==> src/rtl/dmem_bus_if.sv <==
// Data-memory bus between the core-side bridge (master) and the memory system (slave).
// Single outstanding request; the request fields stay stable while mem_valid is high.
interface dmem_bus_if;
  logic        mem_valid;
  logic        mem_ready;
  logic [31:0] mem_addr;
  logic [31:0] mem_wdata;
  logic [3:0]  mem_wstrb;
  logic [31:0] mem_rdata;

  modport master (
    output mem_valid, mem_addr, mem_wdata, mem_wstrb,
    input  mem_ready, mem_rdata
  );

  modport slave (
    input  mem_valid, mem_addr, mem_wdata, mem_wstrb,
    output mem_ready, mem_rdata
  );
endinterface

==> src/rtl/dmem_bus_bridge.sv <==
// Turns the single-cycle core's combinational data-memory port into one registered
// valid/ready bus transfer per load/store, stalling the core until it completes or times out.
module dmem_bus_bridge #(
  parameter int unsigned TIMEOUT_CYCLES = 255,
  parameter logic [31:0] ERR_RDATA      = 32'hFFFF_FFFF
) (
  input  logic        clk,
  input  logic        resetn,
  input  logic        core_req,
  input  logic [31:0] core_addr,
  input  logic [31:0] core_wdata,
  input  logic [3:0]  core_wmask,
  output logic [31:0] core_rdata,
  output logic        core_stall,
  output logic        core_err,
  dmem_bus_if.master  bus
);

  // A zero timeout disables the timer, but it still needs at least one bit to exist.
  localparam int unsigned TMR_W = (TIMEOUT_CYCLES > 0) ? $clog2(TIMEOUT_CYCLES + 1) : 1;
  localparam logic [TMR_W-1:0] TMR_LAST =
    TMR_W'((TIMEOUT_CYCLES > 0) ? (TIMEOUT_CYCLES - 1) : 0);

  typedef enum logic [1:0] {
    IDLE = 2'd0,
    BUSY = 2'd1,
    DONE = 2'd2
  } state_t;

  state_t            state_q, state_d;
  logic              valid_q, valid_d;
  logic [31:0]       addr_q, addr_d;
  logic [31:0]       wdata_q, wdata_d;
  logic [3:0]        wstrb_q, wstrb_d;
  logic [31:0]       rdata_q, rdata_d;
  logic              err_q, err_d;
  logic [TMR_W-1:0]  timer_q, timer_d;
  logic              timeout_hit;
  logic              unused_addr_lsb;

  // The bus is word-addressed; byte lanes are selected by the strobes instead.
  assign unused_addr_lsb = ^core_addr[1:0];

  assign timeout_hit = (TIMEOUT_CYCLES != 0) && (timer_q == TMR_LAST);

  always_comb begin
    state_d = state_q;
    valid_d = valid_q;
    addr_d  = addr_q;
    wdata_d = wdata_q;
    wstrb_d = wstrb_q;
    rdata_d = rdata_q;
    timer_d = timer_q;
    err_d   = 1'b0;
    case (state_q)
      IDLE: begin
        if (core_req) begin
          addr_d  = {core_addr[31:2], 2'b00};
          wdata_d = core_wdata;
          wstrb_d = core_wmask;
          valid_d = 1'b1;
          timer_d = '0;
          state_d = BUSY;
        end
      end
      BUSY: begin
        // A ready arriving on the last allowed cycle still counts as a normal completion.
        if (bus.mem_ready) begin
          rdata_d = bus.mem_rdata;
          valid_d = 1'b0;
          state_d = DONE;
        end else if (timeout_hit) begin
          rdata_d = ERR_RDATA;
          err_d   = 1'b1;
          valid_d = 1'b0;
          state_d = DONE;
        end else if (TIMEOUT_CYCLES != 0) begin
          timer_d = timer_q + TMR_W'(1);
        end
      end
      DONE: begin
        state_d = IDLE;
      end
      default: begin
        state_d = IDLE;
        valid_d = 1'b0;
      end
    endcase
  end

  // Register stage: bus request, captured response and error pulse.
  always_ff @(posedge clk or negedge resetn) begin
    if (!resetn) begin
      state_q <= IDLE;
      valid_q <= 1'b0;
      addr_q  <= '0;
      wdata_q <= '0;
      wstrb_q <= '0;
      rdata_q <= '0;
      err_q   <= 1'b0;
      timer_q <= '0;
    end else begin
      state_q <= state_d;
      valid_q <= valid_d;
      addr_q  <= addr_d;
      wdata_q <= wdata_d;
      wstrb_q <= wstrb_d;
      rdata_q <= rdata_d;
      err_q   <= err_d;
      timer_q <= timer_d;
    end
  end

  assign bus.mem_valid = valid_q;
  assign bus.mem_addr  = addr_q;
  assign bus.mem_wdata = wdata_q;
  assign bus.mem_wstrb = wstrb_q;

  // The instruction retires in DONE, so that is the only cycle a pending access does not stall.
  assign core_stall = core_req & (state_q != DONE);
  assign core_rdata = rdata_q;
  assign core_err   = err_q;

endmodule

==> src/flat_wrapper.sv <==
// flat-port wrapper written by rule: the top's interface ports become plain ports
module dmem_bus_bridge_flat 
#(
  parameter int unsigned TIMEOUT_CYCLES = 255,
  parameter logic [31:0] ERR_RDATA      = 32'hFFFF_FFFF
)
  (clk, resetn, core_req, core_addr, core_wdata, core_wmask, core_rdata, core_stall, core_err, bus_mem_valid, bus_mem_addr, bus_mem_wdata, bus_mem_wstrb, bus_mem_ready, bus_mem_rdata);
  dmem_bus_if bus_i ();
  input  logic clk;
  input  logic resetn;
  input  logic core_req;
  input  logic [31:0] core_addr;
  input  logic [31:0] core_wdata;
  input  logic [3:0] core_wmask;
  output logic [31:0] core_rdata;
  output logic core_stall;
  output logic core_err;
  output wire logic [$bits(bus_i.mem_valid)-1:0] bus_mem_valid;
  output wire logic [$bits(bus_i.mem_addr)-1:0] bus_mem_addr;
  output wire logic [$bits(bus_i.mem_wdata)-1:0] bus_mem_wdata;
  output wire logic [$bits(bus_i.mem_wstrb)-1:0] bus_mem_wstrb;
  input wire logic [$bits(bus_i.mem_ready)-1:0] bus_mem_ready;
  input wire logic [$bits(bus_i.mem_rdata)-1:0] bus_mem_rdata;
  assign bus_mem_valid = bus_i.mem_valid;
  assign bus_mem_addr = bus_i.mem_addr;
  assign bus_mem_wdata = bus_i.mem_wdata;
  assign bus_mem_wstrb = bus_i.mem_wstrb;
  assign bus_i.mem_ready = bus_mem_ready;
  assign bus_i.mem_rdata = bus_mem_rdata;
  dmem_bus_bridge #(.TIMEOUT_CYCLES(TIMEOUT_CYCLES), .ERR_RDATA(ERR_RDATA)) u_core (.clk(clk), .resetn(resetn), .core_req(core_req), .core_addr(core_addr), .core_wdata(core_wdata), .core_wmask(core_wmask), .core_rdata(core_rdata), .core_stall(core_stall), .core_err(core_err), .bus(bus_i));
endmodule
==> config.mk <==
export PLATFORM = sky130hd
export DESIGN_NAME = dmem_bus_bridge_flat
export DESIGN_NICKNAME = d
export VERILOG_FILES = /design/src/rtl/dmem_bus_if.sv /design/src/rtl/dmem_bus_bridge.sv /design/src/flat_wrapper.sv
export SDC_FILE = /design/constraint.sdc
export NUM_CORES = 1
export LEC_CHECK = 0
export ABC_AREA = 0
export BUFFER_PORTS_ARGS = -buffer_cell sky130_fd_sc_hd__buf_4
export CAP_MARGIN = 20
export CORE_MARGIN = 2
export CORE_UTILIZATION = 51
export DETAILED_ROUTE_END_ITERATION = 12
export PLACE_DENSITY_LB_ADDON = 0.3
export RECOVER_POWER = 100
export REMOVE_ABC_BUFFERS = 1
export SLEW_MARGIN = 20
export SYNTH_ARGS = -nofsm -noshare
export SYNTH_HDL_FRONTEND = slang
export SYNTH_SLANG_ARGS = --single-unit
==> constraint.sdc <==
create_clock -name clk -period 2.5 [get_ports clk]
set_input_delay 0.25 -clock clk [delete_from_list [all_inputs] [get_ports clk]]
set_output_delay 0.25 -clock clk [all_outputs]
set_load 0.02 [all_outputs]
## Yosys cells after proc, flatten, opt, wreduce, memory -nomap -nowiden

Cells that the tools add are included.

| word-level totals | value |
|---|---|
| bits in registers | 110 |
| bits of input ports | 104 |
| output and inout port bits | 103 |
| word-level logic and storage cells | 44 |

| operators by class | value |
|---|---|
| add/subtract/negate cells | 1 |
| eq/ne operators | 8 |
| multiplexer cells | 17 |
| bitwise gates (word level) | 2 |
| reductions and logical operators | 8 |

Operators by type and width:

| cell | count |
|---|---|
| $mux 32 | 2 |
| $mux 8 | 3 |
| $pmux 8 s2 | 1 |
| $add 8x1->8 const B | 1 |
| $eq 8x8->1 const B | 1 |
| $ne 2x2->1 const B | 4 |
| $mux 1 | 6 |
| $mux 2 | 3 |
| $reduce_and 2->1 | 3 |
| $pmux 2 s2 | 1 |
| $reduce_and 4->1 | 1 |
| $reduce_bool 2->1 | 2 |
| $ne 3x2->1 const B | 1 |
| $pmux 1 s3 | 1 |
| $reduce_and 3->1 | 1 |
| $eq 2x1->1 const B | 1 |
| $eq 2x2->1 const B | 1 |
| $logic_not 2->1 | 1 |
| $and 1x1->1 | 1 |
| $not 1->1 | 1 |

## Depth between registers and ports, before layout

Gate-level depths: netlist (run 1).

| depth | value |
|---|---|
| depth after elaboration | 4 |
| mapped depth | 8 |
| depth with buffers taken out | 7 |

## Worst setup path before layout (run 1)

Ideal clock, no wire load.

| timing path | value |
|---|---|
| path type | reg-to-reg |
| start | reg u_core.timer_q[0] |
| end | reg u_core.rdata_q[0], in the netlist u_core.core_rdata[0] |
| library setup time | 125 ps |
| arrival | 1,493 ps |
| data required time | 2,375 ps |
| slack | 882 ps |
| cell stages (with the launch flop) | 9 |
| buffers on the path | 2 |
| period minus slack after synthesis | 1,618 ps |
| path through | dfrtp_1 -> inv_1 -> ha_1 -> nand3_1 -> nor2_1 -> o21ba_2 -> buf_6 -> buf_12 -> mux2_4 |

| on the way | value |
|---|---|
| cells in the longest elaborated chain, start to end | 3 |

Ends and longest elaborated chain:

| what | RTL line | RTL |
|---|---|---|
| start: declaration | dmem_bus_bridge.sv:37 | `logic [TMR_W-1:0] timer_q, timer_d;` |
| start signal: assignment | dmem_bus_bridge.sv:110 | `timer_q <= timer_d;` |
| $eq 8x8->1 | dmem_bus_bridge.sv:44 | `assign timeout_hit = (TIMEOUT_CYCLES != 0) && (timer_q == TMR_LAST);` |
| $reduce_bool 2->1 (no line) | n/a |  |
| $reduce_and 2->1 (no line) | n/a |  |
| end signal: assignment | dmem_bus_bridge.sv:108 | `rdata_q <= rdata_d;` |
| end: declaration | dmem_bus_bridge.sv:35 | `logic [31:0] rdata_q, rdata_d;` |

Every way passes these cells.
A chain may end at the register's enable or synchronous reset.

## Worst setup path in the final report (run 1)

| timing path | value |
|---|---|
| start | reg u_core.timer_q[0] |
| end | reg u_core.rdata_q[30], in the netlist u_core.core_rdata[30] |

The elaborated chain is that of the path after synthesis.

==> impl.org, run 1 <==
** STA
- On the final layout, the worst clock skew is 0.01601 ns.
- Hold violation count in the final report :: 0
- Maximum achievable frequency :: 0.5001 GHz
- Time the final worst path needs with I/O delays and setup :: roughly 2 ns
- Final setup violation count :: 0
- In the finished design, the share of the clock period the worst path needs comes to 0.7999.
- Setup repair after global routing missed its margin :: no
- The final count of pins violating max slew is 0.
- Worst slew margin :: 0.2111
- For the pin with the worst max-slew slack, the measured transition is ~1.2 ns.
- Final hold slack :: between 0.1 and 0.15 ns

** Placed design
- Dpl cells :: a little over 600
- Post-placement cell area :: approximately 6300 sq um
- RePlAce Congestion :: about 0.76
- Detailed Place HPWL :: ~7500 um
- Total of buffers placed on input and output ports :: approximately 200

** Synthesis
- The synthesized design contains 110 register bits.
- The synthesized netlist occupies a cell area of around 4800 sq um.
- Synth Flop Type :: sky130_fd_sc_hd__dfrtp_1
- The share of synthesized area in the top cell type comes to 0.5791.
- Yosys printed 0 warnings.
- Most numerous cell types in the synthesized netlist :: sky130_fd_sc_hd__dfrtp_1, sky130_fd_sc_hd__mux2_2, sky130_fd_sc_hd__mux2_4, sky130_fd_sc_hd__or2b_1, sky130_fd_sc_hd__nand2b_1
- Synthesis handed over a netlist of 309 instances.
- Sequential cell area fraction in the yosys report :: 0.5791
- Each instance of the synthesized netlist takes up on average 15.38 sq um.
- sky130_fd_sc_hd__dfrtp_1 takes more of the synthesized area than any other cell.
- Count of flip-flops with a built-in enable after synthesis :: 0
- Top cells by area, synth :: sky130_fd_sc_hd__dfrtp_1, sky130_fd_sc_hd__mux2_4, sky130_fd_sc_hd__mux2_2
- Async set or reset register ratio after synthesis :: 1.000
- Yosys mapped the design onto 38 distinct sky130hd cell types.
- By instance count, the leading cell after synthesis is sky130_fd_sc_hd__dfrtp_1.

** Setup path
- STA puts the critical path data arrival time at 2.23 ns.
- Family with the most delay on the worst path :: compound AO/OA/AOI/OAI gates
- Worst-path cell with the longest stage delay :: sky130_fd_sc_hd__o21ba_1
- Startpoint Class :: flip-flop
- Cell-by-cell listing of the critical path :: inv_1 > ha_1 > nand3_1 > nor2_1 > o21ba_1 > buf_12 > mux2_1
- Type of the worst setup path :: flip-flop to flip-flop
- Buf+Inv Stages, Crit Path :: 2
- Worst Setup End Kind :: flip-flop
- Data required time at the worst endpoint :: about 2.7 ns
- Largest stage delay on the critical path :: slightly below 0.5 ns
- Of all nets on the critical path, the largest fanout is 12.

** Global routing
- GRT Overall Usage :: 0.1916
- Entering global routing, the biggest net connects 50 pins.
- Via count of the first global-routing pass :: 3129
- Overflow after GRT :: 0
- The initial antenna violation count came to 0.
- Global-route wire length before repair :: roughly 15000 um

** Clock network
- In this run, CTS created clock tree buffers numbering 9.
- Total setup buffers inserted after CTS :: 0
- The clock reaches the later pin of the worst-skew pair after 0.35 ns.
- Clock tree synthesis found a total of 110 sinks.
- Deepest level of the CTS H-tree :: 3
- Clock transition at the registers of the reported paths :: about 0.12 ns
- The cell sitting at the root of the clock tree is a sky130_fd_sc_hd__clkbuf_8.
- Maximum clock path buffer count :: 2
- TritonCTS built the clock tree.

** Finish
- Antenna diode count :: 0
- Of the cells placed in the final design, the portion with a size suffix greater than 1 is 0.3520.
- The layout has 781 filler cells.
- Once layout is complete, the cells apart from fillers number roughly 630.
- Final #Nets :: 618
- Relative to the synthesized area, the layout overhead comes to 26.14%.
- Final std cell area, no fill :: about 6000 sq um

** Run status
- The run finished with clean final reports.

** Pwr
- Worst vdd rail ir drop :: ~0.5 mV
- Power spread over the standard cell area amounts to ~1100 nW/um^2.
- P_leak :: 2.626 nW

** Die
- Pin placement for this block handled just over 200 I/O pins.
- The floorplan step defined a core boundary enclosing around 9000 sq um.
- The initial utilization of the core area, before any placement, comes to 0.5193.
- Placement Rows :: 35
- Total die area :: 10110 sq um
- Vert. Die Dim :: between 100 and 150 um
- In this run the horizontal extent of the chip is ~100 um.

** Drt
- The first TritonRoute pass finished after 3 iterations.
- Avg Vias per Cell :: around 5.0
- Remaining routing DRC violations :: 0
- Via count :: 3127
- For this block, the routed nets add up to between 9000 and 10000 um of wire.
- In the final routed layout, each cell accounts on average for 15.90 um.
- After the first detailed-routing iteration, the DRC count stood at just under 80.
- Final ANT Viol Nets :: 0

** Flow run
- Across the run, the number of max-cap violations was 0.

** Hold path
- The worst hold path belongs to the class input pin to flip-flop.
==> cells by family (layout without fill, tap and decap cells) <==
group           Yosys count  count (layout)  share of synthesized area
flops                   110             110                     0.5791
mux                      99              99                     0.2722
simple gates             54              54                    0.07502
buf+inv                  23             230                    0.03975
compound gates           19              19                    0.02606
fa+ha+maj                 2               2                   0.005264
other cells               1               2                  0.0007889
xor+xnor                  1               1                   0.001843
==> worst register-to-register path: cells and delay by family (launching register included) <==
family          cells  cell delay (ns)
compound gates      1             0.49
buf+inv             2             0.29
fa+ha+maj           1             0.14
mux                 1             0.34
flops               1             0.42
simple gates        2             0.21
==> layout make-up <==
class                   instances  area [sq um]  area share
clock buffers                   9         123.9     0.02066
clock inverters                 7         80.08     0.01336
inverters                       5         18.77    0.003130
multi-input cells             177          1648      0.2748
flip-flops and latches        110          2753      0.4591
well taps                     111         138.9     0.02316
repair buffers                209          1234      0.2058
==> sequential cells by signal (all words and copies together) (netlist names) <==
name	count
u_core.bus.mem_wdata	32
u_core.core_rdata	32
u_core.bus.mem_addr	30
u_core.timer_q	8
u_core.bus.mem_wstrb	4
u_core.state_q	2
u_core.bus.mem_valid	1
u_core.core_err	1
==> timing repair <==
action | in CTS | in global routing
hold buffers | 1 | 0
endpoints found under the hold margin | 47 | 0
resized for setup | 0 | 0
==> per-layer routing <==
| layer | vias up | part of all wire | wire length [um] | track usage |
|---|---|---|---|---|
| li1 | 1462 | - | - | - |
| met1 | 1523 | 0.42 | 4188 | 0.2456 |
| met2 | 135 | 0.50 | 4999 | 0.3268 |
| met3 | 7 | 0.073 | 728 | 0.04577 |
| met4 | 0 | 0.0070 | 70 | 0.05374 |
| met5 | - | 0 | 0 | 0 |
==> where the power goes <==
part           leakage [nW]  internal [mW]  switching, mW  total, mW
clock network         0.107          0.481          0.613       1.09
logic                  1.26          0.987           1.64       2.63
registers              1.26           2.49          0.382       2.87
total                  2.63           3.96           2.64       6.60
==> layout by cell type (no fill, tap or decap), types with 2 or more instances in the layout <==
cell type                  Yosys  routed
sky130_fd_sc_hd__inv_1         5       5
sky130_fd_sc_hd__clkinv_2      0       2
sky130_fd_sc_hd__clkbuf_1      3     102
sky130_fd_sc_hd__nor2_1        3       3
sky130_fd_sc_hd__buf_12        3       4
sky130_fd_sc_hd__nand2b_1     12      12
sky130_fd_sc_hd__inv_8         0       2
sky130_fd_sc_hd__dfrtp_1     110     110
sky130_fd_sc_hd__mux2_1        0      44
sky130_fd_sc_hd__nand2_1       5       5
sky130_fd_sc_hd__mux2_4       48       4
sky130_fd_sc_hd__or2b_1       20      20
sky130_fd_sc_hd__a21oi_1       6       6
sky130_fd_sc_hd__a21o_1        4       4
sky130_fd_sc_hd__mux2_2       50      50
sky130_fd_sc_hd__conb_1        1       2
sky130_fd_sc_hd__clkbuf_8      0       9
sky130_fd_sc_hd__ha_1          2       2
sky130_fd_sc_hd__clkbuf_2      0       2
sky130_fd_sc_hd__o21ai_0       3       4
sky130_fd_sc_hd__buf_4         3     100
sky130_fd_sc_hd__nand3_1       3       3
==> metrics by stage <==
step / total power, mW / setup slack, ns / util / TNS, ns
floorplan: 4.901 / -0.4748 / - / -31.52
global placement: 6.388 / 0.6173 / 0.6930 / 0
detailed placement: 6.481 / 0.6074 / 0.6930 / 0
CTS: 7.588 / 0.5941 / 0.7163 / 0
global route: 6.969 / 0.3299 / 0.6551 / 0
finish: 6.598 / 0.5003 / 0.6551 / 0
==> final timing paths <==
check	endpoint	startpoint	slack (ns)	cells after the start
max in group asynchronous	u_core.bus.mem_wdata[7]$_DFFE_PN0P_	resetn	0.74	3
worst min register to register	u_core.bus.mem_wdata[15]$_DFFE_PN0P_	u_core.bus.mem_wdata[15]$_DFFE_PN0P_	0.50	1
min in group asynchronous	u_core.core_rdata[26]$_DFFE_PN0P_	resetn	0.65	2
worst max-delay path	u_core.core_rdata[30]$_DFFE_PN0P_	u_core.timer_q[0]$_DFFE_PN0P_	0.50	7
worst max register to register	u_core.core_rdata[30]$_DFFE_PN0P_	u_core.timer_q[0]$_DFFE_PN0P_	0.50	7
worst min-delay path	u_core.bus.mem_wdata[20]$_DFFE_PN0P_	core_wdata[20]	0.10	2
(Power assumes the default switching activity.)
==> inputs of run 2 (changes only) <==
Settings changed: CORE_UTILIZATION 51 to 48.
Clock period 2.5 ns to 1.95 ns, I/O delays scaled along.
==> impl.org, run 2 (synthesis gave the netlist of run 1 again) <==
** Die
- The effective utilization at floorplan is 0.4908 (-0.02852).
- Total die area :: 10710 sq um (+6.0%)
- I/O pin count :: 207 (unchanged)
- Vert. Die Dim :: 103.5 um (+3.0%)
- Core region area :: 9684 sq um (+5.8%)
- The die boundary width is 103.5 um (+3.0%).
- Placement Rows :: 36 (+2.9%)

** STA
- Worst slew margin :: 0.09918 (-0.1119)
- The final count of pins violating max slew was 0 (unchanged).
- Crit share post-route :: 0.9123 (+0.1124)
- Worst clock skew on the final layout :: 0.01332 ns (-0.002682 ns)
- Final setup violation count :: 0 (unchanged)
- The post-layout minimum cycle time is 1.779 ns (-0.2208 ns).
- Final hold slack :: 0.03979 ns (-0.06379 ns)
- The maximum achievable frequency came to 0.5621 GHz (+12%).
- Hold violation count in the final report :: 0 (unchanged)
- Setup repair after global routing left no endpoint under its margin.
- Worst Max-Slew Pin Slew :: 1.351 ns (+0.1679 ns)

** Drt
- The sum of routed wire length over all layers came to 10380 um (+3.9%).
- Number of detailed-routing iterations run before antenna repair :: 6 (+3)
- The detailed router's first-iteration violation count came to 63 (-18%).
- The routed wire length per instance was 15.94 um (+0.22%).
- Avg Vias per Cell :: 4.859 (-2.4%)
- The total via count in the routed design came to 3163 (+1.2%).
- The residual DRC count came to 0 (unchanged).
- The number of nets with antenna violations after routing came to 0 (unchanged).

** Pwr
- Worst vdd rail ir drop :: 0.5665 mV (+17%)
- Pwr Density :: 1388 nW/um^2 (+26%)
- P_leak :: 2.612 nW (-0.52%)

** Global routing
- Met1 Resource Use GR :: 0.2377 (-0.007862)
- The initial antenna violation count was 0 (unchanged).
- Largest net degree at the start of global routing :: 111 (+120%)
- GRT Overall Usage :: 0.1958 (+0.004212)
- The global-route track usage on met2 came to 0.3245 (-0.002291).
- Global routing usage on met3 :: 0.06419 (+0.01842)
- Most used routing layer in global routing :: met2
- Overflow after GRT :: 0 (unchanged)
- Via count of the first global-routing pass :: 3150 (+0.67%)
- Global-route wire length before repair :: 16640 um (+9.1%)

** Finish
- Layout overhead on the synthesized area :: 26.01%
- Leaving out fill and tap cells, the most frequent cell in the layout is sky130_fd_sc_hd__dfrtp_1.
- Antenna diode count :: 0 (unchanged)
- The fraction of layout cells with a size suffix above 1 is 0.3494 (-0.002610).
- Leaving out fill and tap cells, the most frequent cells in the layout are sky130_fd_sc_hd__dfrtp_1, sky130_fd_sc_hd__clkbuf_1, sky130_fd_sc_hd__buf_4, sky130_fd_sc_hd__mux2_2, sky130_fd_sc_hd__mux2_1.
- The count of fill cells added during filler insertion came to 894 (+14%).
- The final layout net count came to 619 (+0.16%).
- The share of the core filled with cells in the final layout is 0.6185 (-0.03662).

** Setup path
- Worst Setup End Kind :: flip-flop
- Crit-path max FO :: 33 (+21)
- Among cell families on the critical path, the largest total delay comes from flip-flops.
- Endpoint arrival time on the critical path :: 2.02 ns (-0.21 ns)
- Startpoint Class :: flip-flop
- The signal on the critical path passes through inv_1 > ha_1 > nand3_1 > nor2_1 > o21ba_1 > buf_12 > mux2_1.
- Type of the worst setup path :: flip-flop to flip-flop
- The highest cell delay on the worst timing path came to 0.43 ns (-0.06 ns).
- Buf+Inv Stages, Crit Path :: 2 (unchanged)
- The slowest stage of the critical path is the sky130_fd_sc_hd__dfrtp_1 cell.
- Data required time at the worst endpoint :: 2.20 ns (-0.53 ns)

** Placed design
- RePlAce Congestion :: 0.7940 (+4.2%)
- Total of buffers placed on input and output ports :: 202 (unchanged)
- Detailed Place HPWL :: 7600 um (+0.75%)

** Clock network
- The number of buffers created by CTS is 9 (unchanged).
- The H-tree depth came to 3 (unchanged).
- The clock transition time at the flip-flop clock pins of the worst setup and hold paths came to 0.10 ns (-0.02 ns).
- The TritonCTS sink count is 110 (unchanged).
- Latest clock arrival within the worst-skew pair :: 0.37 ns (+0.02 ns)
- Maximum clock path buffer count :: 2 (unchanged)
- CTS tree :: built
- In this run the clock root is driven by a sky130_fd_sc_hd__clkbuf_8.

** Hold path
- The worst hold path belongs to the class input pin to flip-flop.

** Run status
- Status :: completed

** Flow run
- The max-cap check violation count is 0 (unchanged).
==> run 2: cell count changes in the layout (fill, tap and decap cells not counted), moves of 2 or more <==
cell | previous run | this run
sky130_fd_sc_hd__clkbuf_1 | 102 | 104
sky130_fd_sc_hd__clkbuf_2 | 2 | 0
sky130_fd_sc_hd__inv_8 | 2 | 0
sky130_fd_sc_hd__buf_4 | 100 | 103
==> run 2: path summary, 6_finish.rpt <==
kind                                                      start                              endpoint  slack (ns)  depth (start not counted)
max                               u_core.timer_q[0]$_DFFE_PN0P_     u_core.core_rdata[26]$_DFFE_PN0P_        0.17                          7
min                                              core_wdata[27]  u_core.bus.mem_wdata[27]$_DFFE_PN0P_        0.04                          2
max reg2reg                       u_core.timer_q[0]$_DFFE_PN0P_     u_core.core_rdata[26]$_DFFE_PN0P_        0.17                          7
min reg2reg                u_core.bus.mem_wdata[22]$_DFFE_PN0P_  u_core.bus.mem_wdata[22]$_DFFE_PN0P_        0.49                          1
max in group asynchronous                                resetn      u_core.core_rdata[1]$_DFFE_PN0P_        0.32                          3
min in group asynchronous                                resetn      u_core.core_rdata[0]$_DFFE_PN0P_        0.76                          3
==> run 2: where the power goes <==
group          internal [mW]  switching, mW
registers               3.20          0.495
logic                   1.27           2.12
clock network          0.496          0.736
==> run 2: area by class of cell <==
class	count	area, sq um	share of cell area
repair buffers	210	1234	0.2060
well taps	133	166.4	0.02778
clock inverters	4	22.52	0.003760
inverters	5	18.77	0.003133
multi-input cells	177	1650	0.2755
clock buffers	12	145.1	0.02423
flip-flops and latches	110	2753	0.4596
==> run 2: metal layers <==
layer	wire (um)	vias up
met4	218	0
met1	4420	1527
met2	4912	143
met3	823	15
li1	-	1478
met5	0	-
==> run 2: what timing repair did <==
item / in CTS / in global routing
setup endpoints to repair: 0 / 1
buffers inserted: 0 / 0
endpoints found under the hold margin: 110 / 0
gates resized for setup: 0 / 1
hold buffers: 1 / 0
==> run 2: per-stage QoR <==
step	TNS [ns]	setup WS, ns	std cells	power, mW	instance area (sq um)
3_5_place_dp	0	0.1821	634	8.327	6377
3_3_place_gp	0	0.2297	634	8.203	6377
4_1_cts	0	0.1630	651	9.573	6555
6_report	0	0.1711	651	8.311	5989
5_1_grt	0	0.03837	651	8.786	5989
2_1_floorplan	-74.83	-1.025	292	6.283	4587
==> run 2: worst reg2reg max path: stages (launching register included) <==
cell,delay (ns)
sky130_fd_sc_hd__dfrtp_1,0.43
sky130_fd_sc_hd__inv_1,0.07
sky130_fd_sc_hd__ha_1,0.13
sky130_fd_sc_hd__nand3_1,0.10
sky130_fd_sc_hd__nor2_1,0.14
sky130_fd_sc_hd__o21ba_1,0.18
sky130_fd_sc_hd__buf_12,0.21
sky130_fd_sc_hd__mux2_1,0.39
==> inputs of run 3 (changes only) <==
Settings changed: CORE_UTILIZATION 48 to 42.
==> impl.org, run 3 (synthesis gave the netlist of run 1 again) <==
** Clock network
- The latest clock arrival within the worst-skew pair is 0.34 ns (-0.03 ns).
- Total setup buffers inserted after CTS :: 0 (unchanged)
- The number of buffers created by CTS came to 9 (unchanged).
- The TritonCTS sink count came to 110 (unchanged).
- The maximum number of buffers from clock root to sink was 2 (unchanged).
- Deepest level of the CTS H-tree :: 3 (unchanged)
- CTS tree :: built
- Clock tree synthesis selected as its root buffer the cell sky130_fd_sc_hd__clkbuf_16.
- Clock transition at the registers of the reported paths :: 0.07 ns (-0.03 ns)
- Hold_buf cts :: 1 (unchanged)
- Cells resized by post-CTS repair :: 0 (unchanged)

** Setup path
- The highest cell delay on the worst timing path is 0.54 ns (+0.11 ns).
- Family with the most delay on the worst path :: simple AND/OR/NAND/NOR gates
- For this design, the slowest cell found on the critical path is sky130_fd_sc_hd__and3_2.
- The critical path is of the flip-flop to flip-flop type.
- Startpoint of the most critical register-to-register path :: u_core.state_q[1]$_DFFE_PN0P_
- The setup slack of the most critical reg-to-reg path came to 0.16 ns (about the same).
- Capturing point of the worst reg2reg path :: u_core.bus.mem_wdata[12]$_DFFE_PN0P_
- The data arrival time of the worst path was 2.01 ns (about the same).
- The largest fanout of any net on the critical path came to 17 (-48%).
- Number of gates on the worst path with buffers counted :: 4 (-3)
- Startpoint Class :: flip-flop
- Cell-by-cell listing of the critical path :: inv_1 > and3_2 > buf_4 > mux2_1
- The logic depth of the worst register-to-register path came to 4 (-3).
- Worst Setup End Kind :: flip-flop
- Data required time at the worst endpoint :: 2.17 ns (-0.03 ns)
- The number of buffers and inverters on the critical path is 2 (unchanged).
- CP startpoint :: u_core.state_q[1]$_DFFE_PN0P_

** Die
- Initial standard-cell utilization of the core :: 0.4347 (-0.05616)
- I/O pin count :: 207 (unchanged)
- Core region area :: 10940 sq um (+13%)
- The die boundary width was 110.4 um (+6.6%).
- Total die area :: 12180 sq um (+14%)
- Vert. Die Dim :: 110.4 um (+6.6%)
- The number of rows created at floorplan was 38 (+5.6%).

** Pwr
- Pwr Density :: 1467 nW/um^2 (+5.7%)
- Worst vdd rail ir drop :: 0.6271 mV (+11%)
- P_leak :: 2.695 nW (+3.2%)

** Finish
- The count of fill cells added during filler insertion is 1013 (+13%).
- The final antenna diode count is 0 (unchanged).
- The fraction of layout cells with a size suffix above 1 was 0.3545 (+0.005107).
- The share of the core filled with cells in the final layout was 0.5651 (-0.05337).
- Leaving out fill and tap cells, the most frequent cells in the layout are sky130_fd_sc_hd__dfrtp_1, sky130_fd_sc_hd__clkbuf_1, sky130_fd_sc_hd__buf_4, sky130_fd_sc_hd__mux2_2, sky130_fd_sc_hd__mux2_1.
- Leading cell type in the layout, fill and taps excluded :: sky130_fd_sc_hd__dfrtp_1
- The final layout net count came to 620 (+0.16%).
- Compared with the post-synthesis result, the final layout area differs by 30.01%.

** Hold path
- The tightest min-delay check is of the input pin to flip-flop type.
- Hold path startpoint :: core_wdata[21]
- The worst hold path terminates at u_core.bus.mem_wdata[21]$_DFFE_PN0P_.
- The number of instances on the worst hold path was 2 (unchanged).

** STA
- Setup repair after global routing left no endpoint under its margin.
- The part of the cycle the worst path needs came to 0.9176 (+0.005338).
- The number of setup violations in the final report came to 0 (unchanged).
- The total negative setup slack was 0 ns (unchanged).
- The post-layout minimum cycle time came to 1.789 ns (+0.01041 ns).
- The actual transition at the worst max-transition pin came to 0.9723 ns (-0.3789 ns).
- The final count of pins violating max slew came to 0 (unchanged).
- Hold violation count in the final report :: 0 (unchanged)
- Maximum achievable frequency :: 0.5589 GHz (-0.58%)
- Worst clock skew on the final layout :: 0.007689 ns (-0.005636 ns)
- The worst hold slack after final layout was 0.06983 ns (+0.03004 ns).
- Worst slew margin :: 0.3518 (+0.2526)

** Global routing
- The wire length of the first global-routing pass is 14990 um (-9.9%).
- Largest net degree at the start of global routing :: 111 (unchanged)
- Antenna violations before repair :: 0 (unchanged)
- GRT Overall Usage :: 0.1601 (-0.03566)
- The number of global-route vias before repair was 3158 (+0.25%).
- The leftover overflow at the end of global routing was 0 (unchanged).

** Run status
- Status :: completed

** Drt
- Final ANT Viol Nets :: 0 (unchanged)
- The routed wire length per instance is 15.41 um (-3.3%).
- The via-per-instance ratio came to 4.700 (-3.3%).
- Number of detailed-routing iterations run before antenna repair :: 4 (-2)
- The sum of routed wire length over all layers came to 10150 um (-2.1%).
- Remaining routing DRC violations :: 0 (unchanged)
- The detailed router's first-iteration violation count was 82 (+30%).
- The total via count in the routed design was 3097 (-2.1%).

** Flow run
- The max-cap check violation count came to 0 (unchanged).

** Placed design
- The routability-driven placement congestion ratio came to 0.7415 (-6.6%).
- The number of input and output port buffers inserted came to 202 (unchanged).
- The total half-perimeter wirelength after legalization and detailed placement was 7515 um (-1.1%).
run 3: changes by cell type in the layout (fill, tap and decap cells not counted), sizes merged:
cell	before	now
clkinv	3	1
inv	5	6
bufinv	0	2
run 3: power by group:
group / switching, mW / internal [mW] / leakage (nW)
registers: 0.498 / 3.20 / 1.26
logic: 2.10 / 1.30 / 1.28
clock network: 0.797 / 1.16 / 0.156
total: 3.40 / 5.67 / 2.69
run 3: per-layer routing:
metal	wire, um	GRT usage	part of all wire	up-vias
met5	0	0	0	-
met2	4659	0.2642	0.46	146
met3	1154	0.05232	0.11	10
li1	-	-	-	1470
met1	4205	0.1950	0.41	1471
met4	134	0.06250	0.013	0
run 3: area by class of cell:
type                            count  area [sq um]  share of cell area
Sequential cell                   110          2753              0.4454
Timing Repair Buffer              211          1254              0.2029
Clock inverter                      5         81.33             0.01316
Multi-Input combinational cell    177          1655              0.2679
Tap cell                          140         175.2             0.02835
Inverter                            5         18.77            0.003037
Clock buffer                       11         242.7             0.03928
run 3: worst max path at each step:
stage	to
finish	u_core.bus.mem_wdata[12]$_DFFE_PN0P_
global placement	u_core.core_rdata[14]$_DFFE_PN0P_
floorplan	u_core.timer_q[3]$_DFFE_PN0P_
CTS	u_core.core_rdata[12]$_DFFE_PN0P_
detailed placement	u_core.core_rdata[12]$_DFFE_PN0P_
global route	u_core.bus.mem_wdata[13]$_DFFE_PN0P_
run 3: through the flow:
stage	total power [mW]	instances	setup slack, ns	instance area (sq um)
6_report	9.063	659	0.1607	6180
5_1_grt	9.585	659	0.08036	6180
4_1_cts	10.36	659	0.2020	6740
3_5_place_dp	8.353	642	0.2107	6406
3_3_place_gp	8.239	642	0.2343	6406
2_1_floorplan	6.283	292	-1.025	4587
